### src/rtl/cpu_mem_pkg.sv
// Shared memory-pipeline types: load kinds, write-back select, MEM2 stage
// states, and the load context that the stage holds while a read is in flight.
package cpu_mem_pkg;

  localparam int unsigned DATA_W = 32;

  typedef enum logic [2:0] {
    LT_NONE = 3'd0,
    LB      = 3'd1,
    LBU     = 3'd2,
    LH      = 3'd3,
    LHU     = 3'd4,
    LW      = 3'd5,
    LWL     = 3'd6,
    LWR     = 3'd7
  } load_type_e;

  typedef enum logic [1:0] {
    WB_PC   = 2'b00,
    WB_ALU  = 2'b01,
    WB_OUTB = 2'b10,
    WB_LOAD = 2'b11
  } wbsel_e;

  typedef enum logic [1:0] {
    EMPTY = 2'd0,
    FULL  = 2'd1,
    WAIT  = 2'd2
  } mem2_state_e;

  // Everything the aligner needs once the D-cache word shows up.
  typedef struct packed {
    load_type_e        load_type;
    logic [1:0]        addr_lo;
    logic [DATA_W-1:0] rt;
  } load_ctx_t;

endpackage

### src/rtl/load_align.sv
// Combinational little-endian load aligner for LB/LBU/LH/LHU/LW/LWL/LWR.
// Ports: load_type  - kind of load
//        addr       - byte offset within the word
//        rdata      - word returned by the D-cache
//        rt         - current rt value (merge source for LWL/LWR)
//        result_c   - aligned 32-bit write-back value
module load_align
  import cpu_mem_pkg::*;
(
  input  load_type_e        load_type,
  input  logic [1:0]        addr,
  input  logic [DATA_W-1:0] rdata,
  input  logic [DATA_W-1:0] rt,
  output logic [DATA_W-1:0] result_c
);

  logic [4:0]        sh_lo;
  logic [4:0]        sh_hi;
  logic [7:0]        byte_v;
  logic [15:0]       half_v;
  logic [DATA_W-1:0] lwl_mask;
  logic [DATA_W-1:0] lwr_mask;

  always_comb begin
    sh_lo    = {addr, 3'b000};
    sh_hi    = {2'(2'd3 - addr), 3'b000};
    byte_v   = 8'(rdata >> sh_lo);
    half_v   = addr[1] ? rdata[31:16] : rdata[15:0];
    // Masks mark the bytes supplied by memory; the rest come from rt.
    lwl_mask = {DATA_W{1'b1}} << sh_hi;
    lwr_mask = {DATA_W{1'b1}} >> sh_lo;
    result_c = rdata;
    case (load_type)
      LB:      result_c = {{24{byte_v[7]}}, byte_v};
      LBU:     result_c = {24'd0, byte_v};
      LH:      result_c = {{16{half_v[15]}}, half_v};
      LHU:     result_c = {16'd0, half_v};
      LW:      result_c = rdata;
      LWL:     result_c = (rdata << sh_hi) | (rt & ~lwl_mask);
      LWR:     result_c = (rdata >> sh_lo) | (rt & ~lwr_mask);
      default: result_c = rdata;
    endcase
  end

endmodule

### src/rtl/mem2_load_stage.sv
// MEM2 stage: single-entry register between MEM and WB. Waits for in-order
// D-cache read responses, aligns load data, selects the write-back value and
// drives forwarding. Responses owed to flushed loads are counted and dropped.
// Ports: clk/resetn         - clock, async active-low reset
//        flush              - kill held entry, ignore in_valid this cycle
//        in_*               - MEM-side valid/ready and instruction fields
//        dc_rvalid/dc_rdata - D-cache read response
//        out_*              - WB-side valid/ready and held fields
//        fwd_*              - forwarding destination, write flag, result
//        discard_full       - discard counter saturated, loads refused
module mem2_load_stage
  import cpu_mem_pkg::*;
#(
  parameter int unsigned ADDR_W      = 32,
  parameter int unsigned REG_IDX_W   = 5,
  parameter int unsigned PC_LINK_OFS = 8,
  parameter int unsigned MAX_DISCARD = 3
) (
  input  logic                 clk,
  input  logic                 resetn,
  input  logic                 flush,
  input  logic                 in_valid,
  output logic                 in_ready,
  input  logic [ADDR_W-1:0]    in_pc,
  input  logic [31:0]          in_alu_out,
  input  logic [31:0]          in_outb,
  input  logic [REG_IDX_W-1:0] in_dst,
  input  logic                 in_reg_wr,
  input  logic [1:0]           in_wbsel,
  input  logic [2:0]           in_load_type,
  input  logic                 dc_rvalid,
  input  logic [31:0]          dc_rdata,
  output logic                 out_valid,
  input  logic                 out_ready,
  output logic [ADDR_W-1:0]    out_pc,
  output logic [31:0]          out_result,
  output logic [REG_IDX_W-1:0] out_dst,
  output logic                 out_reg_wr,
  output logic [REG_IDX_W-1:0] fwd_dst,
  output logic                 fwd_reg_wr,
  output logic                 fwd_result_valid,
  output logic [31:0]          fwd_result,
  output logic                 discard_full
);

  localparam int unsigned CNT_W = $clog2(MAX_DISCARD + 1);

  mem2_state_e          state_q, state_d;
  logic [CNT_W-1:0]     cnt_q, cnt_d;
  logic [ADDR_W-1:0]    pc_q, pc_d;
  logic [REG_IDX_W-1:0] dst_q, dst_d;
  logic                 reg_wr_q, reg_wr_d;
  load_ctx_t            ctx_q, ctx_d;
  logic [DATA_W-1:0]    result_q, result_d;

  logic              is_load_c;
  logic              discard_full_c;
  logic              accept_c;
  logic              own_rsp_c;
  logic [DATA_W-1:0] issue_result_c;
  logic [DATA_W-1:0] aligned_c;

  load_align u_align (
    .load_type (ctx_q.load_type),
    .addr      (ctx_q.addr_lo),
    .rdata     (dc_rdata),
    .rt        (ctx_q.rt),
    .result_c  (aligned_c)
  );

  // Handshake and response classification.
  always_comb begin
    is_load_c      = (wbsel_e'(in_wbsel) == WB_LOAD);
    discard_full_c = (cnt_q == CNT_W'(MAX_DISCARD));
    in_ready       = ((state_q == EMPTY) || ((state_q == FULL) && out_ready))
                     && !(discard_full_c && is_load_c);
    accept_c       = in_valid && in_ready && !flush;
    // With nothing owed to flushed loads, a response belongs to the held load.
    own_rsp_c      = dc_rvalid && (cnt_q == '0);
  end

  // Write-back value known at issue time; loads fill it in on response.
  always_comb begin
    case (wbsel_e'(in_wbsel))
      WB_PC:   issue_result_c = DATA_W'(in_pc + ADDR_W'(PC_LINK_OFS));
      WB_ALU:  issue_result_c = in_alu_out;
      WB_OUTB: issue_result_c = in_outb;
      default: issue_result_c = '0;
    endcase
  end

  // Next-state, discard counter and held-field update.
  always_comb begin
    state_d  = state_q;
    cnt_d    = cnt_q;
    pc_d     = pc_q;
    dst_d    = dst_q;
    reg_wr_d = reg_wr_q;
    ctx_d    = ctx_q;
    result_d = result_q;

    if (dc_rvalid && (cnt_q != '0)) begin
      cnt_d = cnt_q - CNT_W'(1);
    end

    if (flush) begin
      state_d = EMPTY;
      if (state_q == WAIT) begin
        if (!dc_rvalid) begin
          if (!discard_full_c) cnt_d = cnt_q + CNT_W'(1);
        end else begin
          // Either this is the waited response, or drop and new debt cancel.
          cnt_d = cnt_q;
        end
      end
    end else if (accept_c) begin
      state_d  = is_load_c ? WAIT : FULL;
      pc_d     = in_pc;
      dst_d    = in_dst;
      reg_wr_d = in_reg_wr;
      ctx_d    = '{load_type: load_type_e'(in_load_type),
                   addr_lo:   in_alu_out[1:0],
                   rt:        in_outb};
      result_d = issue_result_c;
    end else if ((state_q == WAIT) && own_rsp_c) begin
      state_d  = FULL;
      result_d = aligned_c;
    end else if ((state_q == FULL) && out_ready) begin
      state_d = EMPTY;
    end
  end

  // State and held-field registers.
  always_ff @(posedge clk or negedge resetn) begin
    if (!resetn) begin
      state_q  <= EMPTY;
      cnt_q    <= '0;
      pc_q     <= '0;
      dst_q    <= '0;
      reg_wr_q <= 1'b0;
      ctx_q    <= '0;
      result_q <= '0;
    end else begin
      state_q  <= state_d;
      cnt_q    <= cnt_d;
      pc_q     <= pc_d;
      dst_q    <= dst_d;
      reg_wr_q <= reg_wr_d;
      ctx_q    <= ctx_d;
      result_q <= result_d;
    end
  end

  always_comb begin
    out_valid        = (state_q == FULL);
    out_pc           = pc_q;
    out_result       = result_q;
    out_dst          = dst_q;
    out_reg_wr       = reg_wr_q && (state_q == FULL);
    fwd_dst          = dst_q;
    fwd_reg_wr       = reg_wr_q && (state_q != EMPTY);
    fwd_result_valid = (state_q != WAIT);
    fwd_result       = result_q;
    discard_full     = discard_full_c;
  end

endmodule

### config.mk
export PLATFORM = sky130hd
export DESIGN_NAME = mem2_load_stage
export DESIGN_NICKNAME = d
export VERILOG_FILES = /design/src/rtl/cpu_mem_pkg.sv /design/src/rtl/load_align.sv /design/src/rtl/mem2_load_stage.sv
export SDC_FILE = /design/constraint.sdc
export NUM_CORES = 1
export LEC_CHECK = 0
export CAP_MARGIN = 5
export CORE_MARGIN = 2
export CORE_UTILIZATION = 33
export CTS_CLUSTER_DIAMETER = 30
export CTS_CLUSTER_SIZE = 40
export DETAILED_ROUTE_END_ITERATION = 10
export SLEW_MARGIN = 40
export SYNTH_ARGS = -nofsm -noshare
export SYNTH_HDL_FRONTEND = slang
export SYNTH_SLANG_ARGS = --single-unit
### constraint.sdc
create_clock -name clk -period 1.9 [get_ports clk]
set_input_delay 0.285 -clock clk [delete_from_list [all_inputs] [get_ports clk]]
set_output_delay 0.285 -clock clk [all_outputs]
set_load 0.02 [all_outputs]
==> flow_summary.toml <==
[run_status]
failed_checks = "setup timing"
status = "complete, but fails checks"

[global_route]
grt_pass1_wl_um = 52920
grt_max_degree = 42
grt_pass1_vias = 8879
groute.usage.overall_pct = 28.22
antenna_found_initial = 0
overflow = 0

[sta]
fin_crit_sh_pct = 111.4
tightest_slew_ps = 520.9
drv_slew = 0
final.setup.tns_ps = -3117
rsz0062_at_grt = "true"
max-slew-margin-rel_pct = 64.91
clock_skew_ps = 9.820
layout_setup_ws_ps = -215.7
setup_viol = 26
finalHoldViolCount = 0
max_freq_mhz = 472.7
fin_crit_ps = 2116

[drt]
met2_length_um = 16490
vias = 9151
top_layer = "met4"
routedWlPerCell_um = 21.14
met1_length_um = 15980
drt_wl_total_um = 36120
drtPass1Iterations = 5
drt_iter0_markers = 817
via_per_inst = 5.355
drc = 0
antenna_left = 0
wl_met3_um = 2479

[logic_synthesis]
syn-num-nets = 1111
ys_seq_elements = 111
async_flop_share_pct = 100.0
synthesis.area_um2 = 7886
syn_avg_cell_area_um2 = 8.198
synth_edf_count = 0
synth.top_cells.by_area = "dfrtp_1 35%, nand2_1 13%, mux2i_1 4.8%"
ys.flop_type = "dfrtp_1"
netlist_instances = 962
synth-seq-area-share_pct = 35.22
yosys_warnings = 0
yosys.area.top_type = "dfrtp_1"
synth_top_cell_area_share_pct = 35.22
ys_types = 58

[floorplanning]
initial_core_util_pct = 33.60
rows = 56
io_pins = 257
die_h_um = 158.6
die_w_um = 158.6
fp.coreArea_um2 = 23470
die_area_um2 = 25150

[cts]
cts_max_level = 3
clockRootBuffer = "clkbuf_16"
cts_buffer_depth = 2
clock_sinks = 111
path_clk_slew_ps = 90
cts_buffers = 9
cts_tree = "yes"
clock_latency_ps = 380

[layout]
drive_above_1_share_pct = 29.71
syn_to_final_growth_pct = 69.86
layout.nets = 1534
diodes = 0
fin_util_pct = 57.07
stdcell_area_um2 = 13400

[worst_setup_path]
endpoint_kind = "flip-flop"
crit_end = "fwd_result[18]"
reg2reg_depth = 7
reg2reg_slack_ps = -220
crit_fanout = 7
cp-start-kind = "flip-flop"
arrival_ps = 2370
reg2reg_to = "fwd_result[18]"
crit_required_ps = 2150
crit_start = "ctx_q[33]"
critPathKind = "flip-flop to flip-flop"
regToRegStartpoint = "ctx_q[33]"

[hold_path]
hp-class = "input port to flip-flop"

[placed_design]
dp_hpwl_um = 27370
place_congestion = 0.9711
io_buffers = 256
placed_area_um2 = 12110

[pwr]
power_density_nw_per_um2 = 1028
ir_drop_mv = 0.4362
leakage_nw = 5.790

[run]
drv_cap = 0
[per-layer routing]
metal  global-route usage, %  vias up
met5                       0        -
met2                   43.99      437
met1                   39.97     4393
li1                        -     4261
met4                   9.910        0
met3                   4.056       60
[through the flow]
stage | instances | power (mW) | worst slack (ps) | hold slack [ps]
detailed placement | 1658 | 10.68 | -656.4 | 195.6
finish | 1709 | 13.77 | -215.7 | 281.9
global route | 1709 | 14.46 | -240.7 | 335.5
CTS | 1697 | 13.22 | -172.7 | 318.6
floorplan | 962 | 7.357 | -9.344 | -10.59
global placement | 1658 | 10.65 | -663.5 | 195.4
[registers in the layout, summed over array words and instances (netlist names)]
register and count:
cnt_q 2, ctx_q 37, fwd_dst 5, fwd_result 32, out_pc 32, reg_wr_q 1, state_q 2
[synth_stat cells (6+ instances only)]
cell	n
nor3_1	10
nor2b_1	8
a22oi_1	13
dfrtp_1	111
xor2_1	11
mux2i_1	38
mux4_2	16
clkbuf_1	35
a222oi_1	8
mux2_2	18
nor2_1	56
a21oi_1	35
o211ai_1	13
buf_4	40
o221ai_1	23
a21o_1	6
a221oi_1	11
xnor2_1	17
inv_1	8
buf_2	15
o21ai_0	64
nand2_1	273
nand4_1	10
a31oi_1	6
nand3_1	25
buf_1	12
[critical path: stages, from the launching register on]
cell and delay [ps]:
dfrtp_2 420, mux4_2 560, nand2b_4 180, a22o_4 310, buf_4 160, o221ai_2 180, buf_4 160, nand2_2 40
[how the worst min path moves through the flow]
stage | start | endpoint | cells after the start
after global placement | resetn | ctx_q[31] | 1
after global routing | in_pc[16] | out_pc[16] | 4
after CTS | in_pc[4] | out_pc[4] | 3
final | in_pc[16] | out_pc[16] | 4
after floorplan | resetn | cnt_q[0] | 0
after detailed placement | resetn | ctx_q[31] | 1
[area by class of cell]
| type | instances | area (µm²) |
|---|---|---|
| flip-flops and latches | 111 | 2781 |
| repair buffers | 514 | 4707 |
| inverters | 8 | 30.03 |
| clock buffers | 10 | 239.0 |
| well taps | 319 | 399.1 |
| fillers | 2169 | 10080 |
| multi-input cells | 741 | 5186 |
| clock inverters | 6 | 52.55 |
[cell usage in the layout (no fill, tap or decap), types with 5 or more instances in the layout]
cell / instances
inv_1: 7
xnor2_1: 16
mux2_2: 10
mux2i_1: 28
nor3_1: 7
nand3_1: 18
a21oi_1: 30
mux2_4: 8
buf_6: 26
a221oi_2: 5
nor2_1: 51
o21ai_1: 12
buf_4: 220
nand3_2: 5
o21ai_0: 47
o221ai_2: 17
a31oi_1: 6
a21o_1: 5
nand2b_1: 5
o22ai_1: 5
xor2_1: 11
o22a_1: 5
dfrtp_1: 108
a222oi_1: 8
mux2i_2: 7
nand2_1: 270
nor2b_1: 6
o211ai_1: 13
dlygate4sd2_1: 12
buf_12: 8
clkbuf_16: 10
a22oi_1: 13
o21ai_2: 5
clkdlybuf4s50_1: 240
mux4_2: 16
nand4_1: 10
[cells by family (layout without fill, tap and decap cells)]
logic type,after synthesis,after routing,synth area share (%)
flops,111,111,35.22
mux,72,72,11.96
xor+xnor,28,28,3.110
buf+inv,111,538,7.520
compound gates,221,222,19.15
fa+ha+maj,4,4,0.6346
simple gates,415,415,22.40
[where the power goes]
part	leakage, nW	total (mW)	internal (mW)	switching (mW)
sequential	1.37	3.67	3.02	0.647
combinational	4.28	8.10	4.00	4.10
clock	0.142	2.01	0.952	1.05
total	5.79	13.8	7.97	5.80
[timing repair]
item                                   in CTS  in global routing
gates cloned                                2                  1
pin swaps                                  29                 45
resized for setup                          93                 97
setup endpoints to repair                  41                 79
hold buffers                                1                  0
setup buffers                              21                 15
endpoints found under the hold margin      15                  0
Power figures use the tool's default switching activity.
